File: config.mk
export PLATFORM = sky130hd
export DESIGN_NAME = mem_access_unit
export DESIGN_NICKNAME = d
export VERILOG_FILES = /design/src/rtl/mem_access_unit.sv
export SDC_FILE = /design/constraint.sdc
export NUM_CORES = 1
export LEC_CHECK = 0
export ABC_AREA = 1
export BUFFER_PORTS_ARGS = -buffer_cell sky130_fd_sc_hd__buf_2
export CORE_MARGIN = 4
export CORE_UTILIZATION = 51
export CTS_CLUSTER_SIZE = 8
export DETAILED_ROUTE_END_ITERATION = 7
export GPL_ROUTABILITY_DRIVEN = 0
export HOLD_SLACK_MARGIN = 0.15
export PLACE_DENSITY = 0.86
export SLEW_MARGIN = 30
export SYNTH_ARGS = -nofsm -noshare
export SYNTH_HDL_FRONTEND = slang
export SYNTH_SLANG_ARGS = --single-unit
File: constraint.sdc
create_clock -name clk -period 4.1 [get_ports clk]
set_clock_uncertainty 0.05 [all_clocks]
set_input_delay 0.41 -clock clk [delete_from_list [all_inputs] [get_ports clk]]
set_output_delay 0.41 -clock clk [all_outputs]
set_load 0.005 [all_outputs]
File: src/rtl/mem_access_unit.sv
// Load/store initiator for the word-addressed data memory: one request at a time.
// Define MAU_STORE_TRACE_EN to print a trace line for every store issued.
module mem_access_unit #(
  parameter int unsigned RD_LATENCY = 0,
  parameter logic [31:0] ADDR_LIMIT = 32'h0000_3000
) (
  input  logic        clk,
  input  logic        reset,
  input  logic        req_valid,
  output logic        req_ready,
  input  logic        req_we,
  input  logic [1:0]  req_size,
  input  logic        req_sign,
  input  logic [31:0] req_addr,
  input  logic [31:0] req_wdata,
  input  logic [31:0] req_pc,
  output logic        rsp_valid,
  output logic [31:0] rsp_rdata,
  output logic        rsp_exc,
  output logic [31:0] m_addr,
  output logic [3:0]  m_be,
  output logic [31:0] m_wdata,
  output logic        m_we,
  output logic        m_re,
  input  logic [31:0] m_rdata
);

  typedef enum logic [1:0] {IDLE, ISSUE, WAIT, RESP} state_t;

  state_t      state_reg, state_next;
  logic [3:0]  cnt_reg, cnt_next;
  logic        capture;
  logic        we_reg, sign_reg, exc_reg;
  logic [1:0]  size_reg;
  logic [31:0] addr_reg, wdata_reg, pc_reg, rdata_reg;
  logic        fault;
  logic        accept;
  logic [3:0]  be_full;
  logic [31:0] load_data;
  logic [7:0]  rd_lane [4];
  logic [7:0]  byte_sel;
  logic [15:0] half_sel;

  // pc is only consumed by the optional store trace
  logic unused_pc;
  assign unused_pc = ^pc_reg;

  assign accept = (state_reg == IDLE) && req_valid;
  assign fault  = (req_size == 2'b11)
               || (req_size == 2'b01 && req_addr[0])
               || (req_size == 2'b10 && req_addr[1:0] != 2'b00)
               || (req_addr >= ADDR_LIMIT);

  always_comb begin
    state_next = state_reg;
    cnt_next   = cnt_reg;
    capture    = 1'b0;
    case (state_reg)
      IDLE: if (req_valid) state_next = fault ? RESP : ISSUE;
      ISSUE: begin
        if (we_reg) begin
          state_next = RESP;
        end else if (RD_LATENCY == 0) begin
          capture    = 1'b1;
          state_next = RESP;
        end else begin
          cnt_next   = 4'(RD_LATENCY);
          state_next = WAIT;
        end
      end
      WAIT: begin
        if (cnt_reg == 4'd1) begin
          capture    = 1'b1;
          state_next = RESP;
        end else begin
          cnt_next = cnt_reg - 4'd1;
        end
      end
      RESP: state_next = IDLE;
      default: state_next = IDLE;
    endcase
  end

  always_ff @(posedge clk) begin
    if (reset) begin
      state_reg <= IDLE;
      cnt_reg   <= 4'd0;
      we_reg    <= 1'b0;
      size_reg  <= 2'b00;
      sign_reg  <= 1'b0;
      exc_reg   <= 1'b0;
      addr_reg  <= 32'd0;
      wdata_reg <= 32'd0;
      pc_reg    <= 32'd0;
      rdata_reg <= 32'd0;
    end else begin
      state_reg <= state_next;
      cnt_reg   <= cnt_next;
      if (accept) begin
        we_reg    <= req_we;
        size_reg  <= req_size;
        sign_reg  <= req_sign;
        exc_reg   <= fault;
        addr_reg  <= req_addr;
        wdata_reg <= req_wdata;
        pc_reg    <= req_pc;
      end
      if (capture) rdata_reg <= m_rdata;
    end
  end

  always_comb begin
    case (size_reg)
      2'b00:   be_full = 4'b0001 << addr_reg[1:0];
      2'b01:   be_full = addr_reg[1] ? 4'b1100 : 4'b0011;
      default: be_full = 4'b1111;
    endcase
  end

  always_comb begin
    case (size_reg)
      2'b00:   m_wdata = {4{wdata_reg[7:0]}};
      2'b01:   m_wdata = {2{wdata_reg[15:0]}};
      default: m_wdata = wdata_reg;
    endcase
  end

  genvar gi;
  generate
    for (gi = 0; gi < 4; gi++) begin : g_rd_lane
      assign rd_lane[gi] = rdata_reg[8*gi +: 8];
    end
  endgenerate

  assign byte_sel = rd_lane[addr_reg[1:0]];
  assign half_sel = addr_reg[1] ? rdata_reg[31:16] : rdata_reg[15:0];

  always_comb begin
    case (size_reg)
      2'b00:   load_data = {{24{sign_reg & byte_sel[7]}}, byte_sel};
      2'b01:   load_data = {{16{sign_reg & half_sel[15]}}, half_sel};
      default: load_data = rdata_reg;
    endcase
  end

  // Address and enables stay stable through WAIT; strobes only in ISSUE.
  assign req_ready = (state_reg == IDLE);
  assign m_addr    = {addr_reg[31:2], 2'b00};
  assign m_be      = (state_reg == ISSUE || state_reg == WAIT) ? be_full : 4'b0000;
  assign m_we      = (state_reg == ISSUE) && we_reg;
  assign m_re      = (state_reg == ISSUE) && !we_reg;
  assign rsp_valid = (state_reg == RESP);
  assign rsp_exc   = (state_reg == RESP) && exc_reg;
  assign rsp_rdata = (state_reg == RESP && !we_reg && !exc_reg) ? load_data : 32'd0;

`ifdef MAU_STORE_TRACE_EN
  logic [31:0] trace_word;
  for (gi = 0; gi < 4; gi++) begin : g_trace_lane
    assign trace_word[8*gi +: 8] = m_be[gi] ? m_wdata[8*gi +: 8] : m_rdata[8*gi +: 8];
  end

  always_ff @(posedge clk) begin
    if (!reset && m_we)
      $display("@%08h: *%08h <= %08h", pc_reg, m_addr, trace_word);
  end
`endif

endmodule
* Word-level counts from Yosys, hierarchy flattened
Cells that the tools add are included. Widths: inputs -> output; s select.
Word-level totals: input bits 135, register bits after elaboration 107
Cells by class: mux-type cells 17, equal/unequal tests 10, shift operators 1, bitwise logic cells 4, reduce and logical (&&, ||, !) cells 19, magnitude comparators 2, add/subtract/negate cells 1
Operators with widths (number):
- $pmux 32 s2 | 2
- $ge 32x14->1 const B | 1
- $mux 32 | 1
- $bmux 8 s2 | 1
- $mux 16 | 1
- $mux 8 | 2
- $eq 2x2->1 const B | 4
- $logic_and 1x1->1 | 8
- $mux 4 | 2
- $pmux 2 s4 | 1
- $pmux 4 s2 | 1
- $eq 2x1->1 const B | 3
- $mux 2 | 3
- $eq 4x1->1 const B | 1
- $logic_not 2->1 | 2
- $logic_or 1x1->1 | 4
- $ne 2x2->1 const B | 2
- $reduce_and 2->1 | 2
- $shl 1x2->4 const A | 1
- $sub 4x1->4 const B | 1
- $ge 3x3->1 const B | 1
- $not 2->3 | 1
- $and 1x1->1 | 2
- $logic_not 1->1 | 2
- 4 further kinds | 5

* Depth between registers and ports, before layout
depth after elaboration 8, depth in mapped cells 10, gate-level depth less buffers 9

* Least setup slack after synthesis
OpenSTA, ideal clock, no wires.
kind flip-flop to output port, start point register state_reg[0], end point output rsp_rdata[10], path buffers 1, arrival 1229 ps, slack 2411 ps, data required time 3640 ps, stages on the path, launching flop included 7, cells stage by stage dfxtp_1 ha_1 nand2_1 inv_1 clkbuf_1 nand2_1 inv_1
Between the ends: word-level cells in the longest chain between the ends 4
Ends and longest elaborated chain:
- from (decl) | RTL line 30 | state_t state_reg, state_next;
- from (signal assigned) | RTL line 97 | state_reg <= state_next;
- $eq 2x2->1
- net rsp_valid | RTL line 17 | output logic rsp_valid,
- $logic_and 1x1->1 (2 in a row) | RTL line 154 | assign rsp_rdata = (state_reg == RESP && !we_reg && !exc_reg) ? load_data : 32'd0;
- $mux 32 | RTL line 154
- to (decl) | RTL line 18 | output logic [31:0] rsp_rdata,
The timed path passes the listed nets, and every way through them passes these cells.

* Final worst setup path
start point register size_reg[1], end point output rsp_rdata[1]
Between the ends: word-level cells in the longest chain between the ends 3
Ends and longest elaborated chain:
- from (decl) | RTL line 34 | logic [1:0] size_reg;
- from (signal assigned) | RTL line 101 | size_reg <= req_size;
- $eq 2x1->1 / $logic_not 2->1 (equally long branches) | RTL line 139 | case (size_reg)
- $pmux 32 s2 (*) | RTL line 139
- $mux 32 (*) | RTL line 154
Mark *: on every way between the ends. The rest lies on a longest branch, timed or not.

==> impl_summary.txt <==
----------------------------------------------------
[GRT]
  GRT Max-Usage Layer ... met2
  Pin count of the biggest net entering global routing ... 82
  Antenna violations before repair ... 1
  Met1 capacity usage during global routing ... just under 30%
  Vias in the first global route ... between 4000 and 5000
  Global-route wire length before repair ... 22.57 mm
  Leftover overflow at the end of global routing ... 0
  Met3 Resource Use GR ... roughly 7.6%
  GRT met2 Usage ... 38.91%
  Overall global routing resource usage ... 23.48%

[CTS]
  Cells resized by post-CTS repair ... 0
  TritonCTS clock tree ... yes
  Clock slew at reported path FFs ... roughly 0.1 ns
  Clk sinks ... around 110
  Deepest level of the CTS H-tree ... 3
  Post-CTS setup buffer count ... 0
  Hold-fix buffer count after cts ... 0
  Clock buffers created by TritonCTS ... 9
  Cell chosen for the clock root ... sky130_fd_sc_hd__clkbuf_8
  Number of buffers on the longest clock path ... 2
  Clk Latency, worst-skew pair ... about 0.37 ns

[Synth]
  Primary flip-flop cell chosen by synthesis mapping ... sky130_fd_sc_hd__dfxtp_1
  Warning count from the yosys run ... 0
  Portion of the post-synthesis area used by sequential elements ... around 40%
  Async set or reset register ratio after synthesis ... 0%
  Post-synth design cell area ... about 5300 sq um
  Synthesized flop and latch total ... approximately 110
  Average instance area after synthesis ... 6.684 sq um
  Yosys cell types ... 27
  Cells after Synth ... ~800
  Number of enable flip-flop cells after synthesis ... 0

[Worst setup path]
  CP startpoint kind ... flip-flop
  Category of the critical setup timing path ... flip-flop to output port
  Critical Path Fanout Max ... 27
  Critical path endpoint category ... output port
  Data required time of the critical path ... ~3.6 ns
  Arr. time, crit path ... 2.28 ns

[Finish]
  Number of standard cells in the layout, taps in and fillers out ... between 1000 and 1500
  Area grow syn2layout ... 17.76%
  Post-layout nets ... between 1000 and 1500
  Total of fill cells in the finished design ... a little over 1000
  FF+latch area ... roughly 2100 sq um
  Antenna diode instance count ... 0
  Leading cell type in the layout, fill and taps excluded ... sky130_fd_sc_hd__nor2_1
  Most frequent cells in the layout ... sky130_fd_sc_hd__nor2_1, sky130_fd_sc_hd__buf_2, sky130_fd_sc_hd__nand2_1
  Area used by multi-input combinational logic ... around 2500 sq um
  Share of post-route cells with drive strength above 1 ... a little over a quarter

[Drt]
  Residual antenna-violating net count after detailed routing ... 0
  Overall via count from detail_route ... 5431
  Starting DRT DRC Count ... ~400
  Vias per std cell ... roughly 5.1
  Routed wirelength normalized by instance count ... around 14 microns
  DRC violation count after routing ... 0
  Routed Wire Length ... 14.64 mm
  Total iterations of the first detailed-routing run ... 5

[Outcome]
  Result of the run ... complete, no violations

[Floorplan]
  CORE AREA ... ~10000 sq um
  Site row count ... 37
  Floorplan die area ... around 12000 sq um
  Width of the die ... approximately 110 microns
  Die height ... 110.1 microns
  Initial Util ... 52.00%
  Number of primary I/O pins ... 240

[Power and ir drop]
  Pleak ... ~3.2 nW
  Power after layout ... between 0.003 and 0.004 W
  Power per Cell Area ... roughly 580 nW/um^2
  Peak ir drop on the vdd network ... 0.2977 mV

[Placement]
  Buffers added on ports ... between 200 and 250
  Instance count after placement with tap cells included ... roughly 1100
  Detailed placer's ending HPWL ... ~11 mm

[STA]
  Actual transition at the worst max-transition pin ... about 0.66 ns
  Sum of negative setup slack ... 0 ns
  Final count of hold timing violations ... 0
  Worst relative slew slack ... 55.67%
  Post-layout minimum cycle time ... 2.743 ns
  Setup violation total in the final timing report ... 0
  Maximum frequency from static timing analysis ... approximately 360 MHz
  Final count of pins violating max slew ... 0
  Final period utilization ... roughly 67%
  RSZ-0062 raised after global routing ... false

[Flow run]
  # Max-Cap Violations ... 0

[Worst hold path]
  Tightest Hold Check Type ... input port to flip-flop

----------------------------------------------------
-- cell usage after synthesis (2+ instances only) --
cell                       number  share of area (%)
sky130_fd_sc_hd__a211oi_1       2               0.28
sky130_fd_sc_hd__a21oi_1       20                1.9
sky130_fd_sc_hd__a31oi_1        8               0.94
sky130_fd_sc_hd__buf_1          2               0.14
sky130_fd_sc_hd__buf_2          9               0.85
sky130_fd_sc_hd__buf_4         40                5.6
sky130_fd_sc_hd__buf_6          2               0.42
sky130_fd_sc_hd__clkbuf_1      31                2.2
sky130_fd_sc_hd__dfxtp_1      107                 40
sky130_fd_sc_hd__ha_1           7                1.6
sky130_fd_sc_hd__inv_1         44                3.1
sky130_fd_sc_hd__inv_2          2               0.14
sky130_fd_sc_hd__nand2_1      134                9.5
sky130_fd_sc_hd__nand2_2        2               0.24
sky130_fd_sc_hd__nand3_1       32                3.0
sky130_fd_sc_hd__nor2_1       210                 15
sky130_fd_sc_hd__nor2_2         8               0.94
sky130_fd_sc_hd__nor2_4         4               0.85
sky130_fd_sc_hd__o211ai_1       6               0.85
sky130_fd_sc_hd__o21ai_0      119                 11
-- logic make-up (layout without fill, tap and decap cells) --
family	Yosys count	after routing	share of synthesized area [%]
flops	107	107	40.26
buf+inv	131	271	12.56
other cells	1	2	0.07049
simple gates	394	394	30.15
fa+ha+maj	7	7	1.646
compound gates	156	156	15.31
-- layout make-up --
| type | instances | share of cell area [%] |
|---|---|---|
| Tap cell | 136 | 2.716 |
| Clock buffer | 9 | 1.977 |
| Timing Repair Buffer | 208 | 16.74 |
| Sequential cell | 107 | 34.21 |
| Clock inverter | 7 | 1.298 |
| Multi-Input combinational cell | 559 | 40.16 |
| Inverter | 47 | 2.896 |
-- through the flow --
step | utilization, % | instance area (sq um) | hold WS [ns] | setup WS (ns)
after floorplan | - | 5324 | 0.3948 | 2.411
after global placement | 59.17 | 6053 | 0.4065 | 1.457
after detailed placement | 59.21 | 6058 | 0.4155 | 1.489
after CTS | 61.22 | 6264 | 0.1817 | 1.075
after global routing | 61.23 | 6265 | 0.1800 | 1.139
final | 61.23 | 6265 | 0.2049 | 1.357
-- metal layers --
metal	vias up	part of all wire, %
met1	2413	41
met3	21	9.6
met4	2	1.3
met2	232	48
li1	2763	-
met5	-	0.089
-- power breakdown --
| part | internal, W | switching (W) |
|---|---|---|
| clock network | 0.000293 | 0.000382 |
| logic | 0.000513 | 0.000854 |
| registers | 0.00134 | 0.000246 |
| total | 0.00214 | 0.00148 |
-- final timing paths --
check | from | to | slack [ns] | depth (start not counted)
setup reg to reg | state_reg[0]$_SDFFE_PP0P_ | rdata_reg[22]$_SDFFE_PP0P_ | 2.13 | 9
hold / removal | reset | cnt_reg[0]$_SDFFE_PP0P_ | 0.20 | 2
hold reg to reg | wdata_reg[10]$_SDFFE_PP0P_ | wdata_reg[10]$_SDFFE_PP0P_ | 0.43 | 2
setup / recovery | size_reg[1]$_SDFFE_PP0P_ | rsp_rdata[1] | 1.36 | 6
-- worst max-delay path: stages, from the launching register on --
cell,delay (ns)
sky130_fd_sc_hd__dfxtp_2,0.49
sky130_fd_sc_hd__nor2_4,0.54
sky130_fd_sc_hd__nand3_1,0.22
sky130_fd_sc_hd__nand2_2,0.20
sky130_fd_sc_hd__nand2_1,0.08
sky130_fd_sc_hd__a31oi_1,0.23
sky130_fd_sc_hd__buf_2,0.16
No activity file was read; power rests on OpenSTA's default activity.
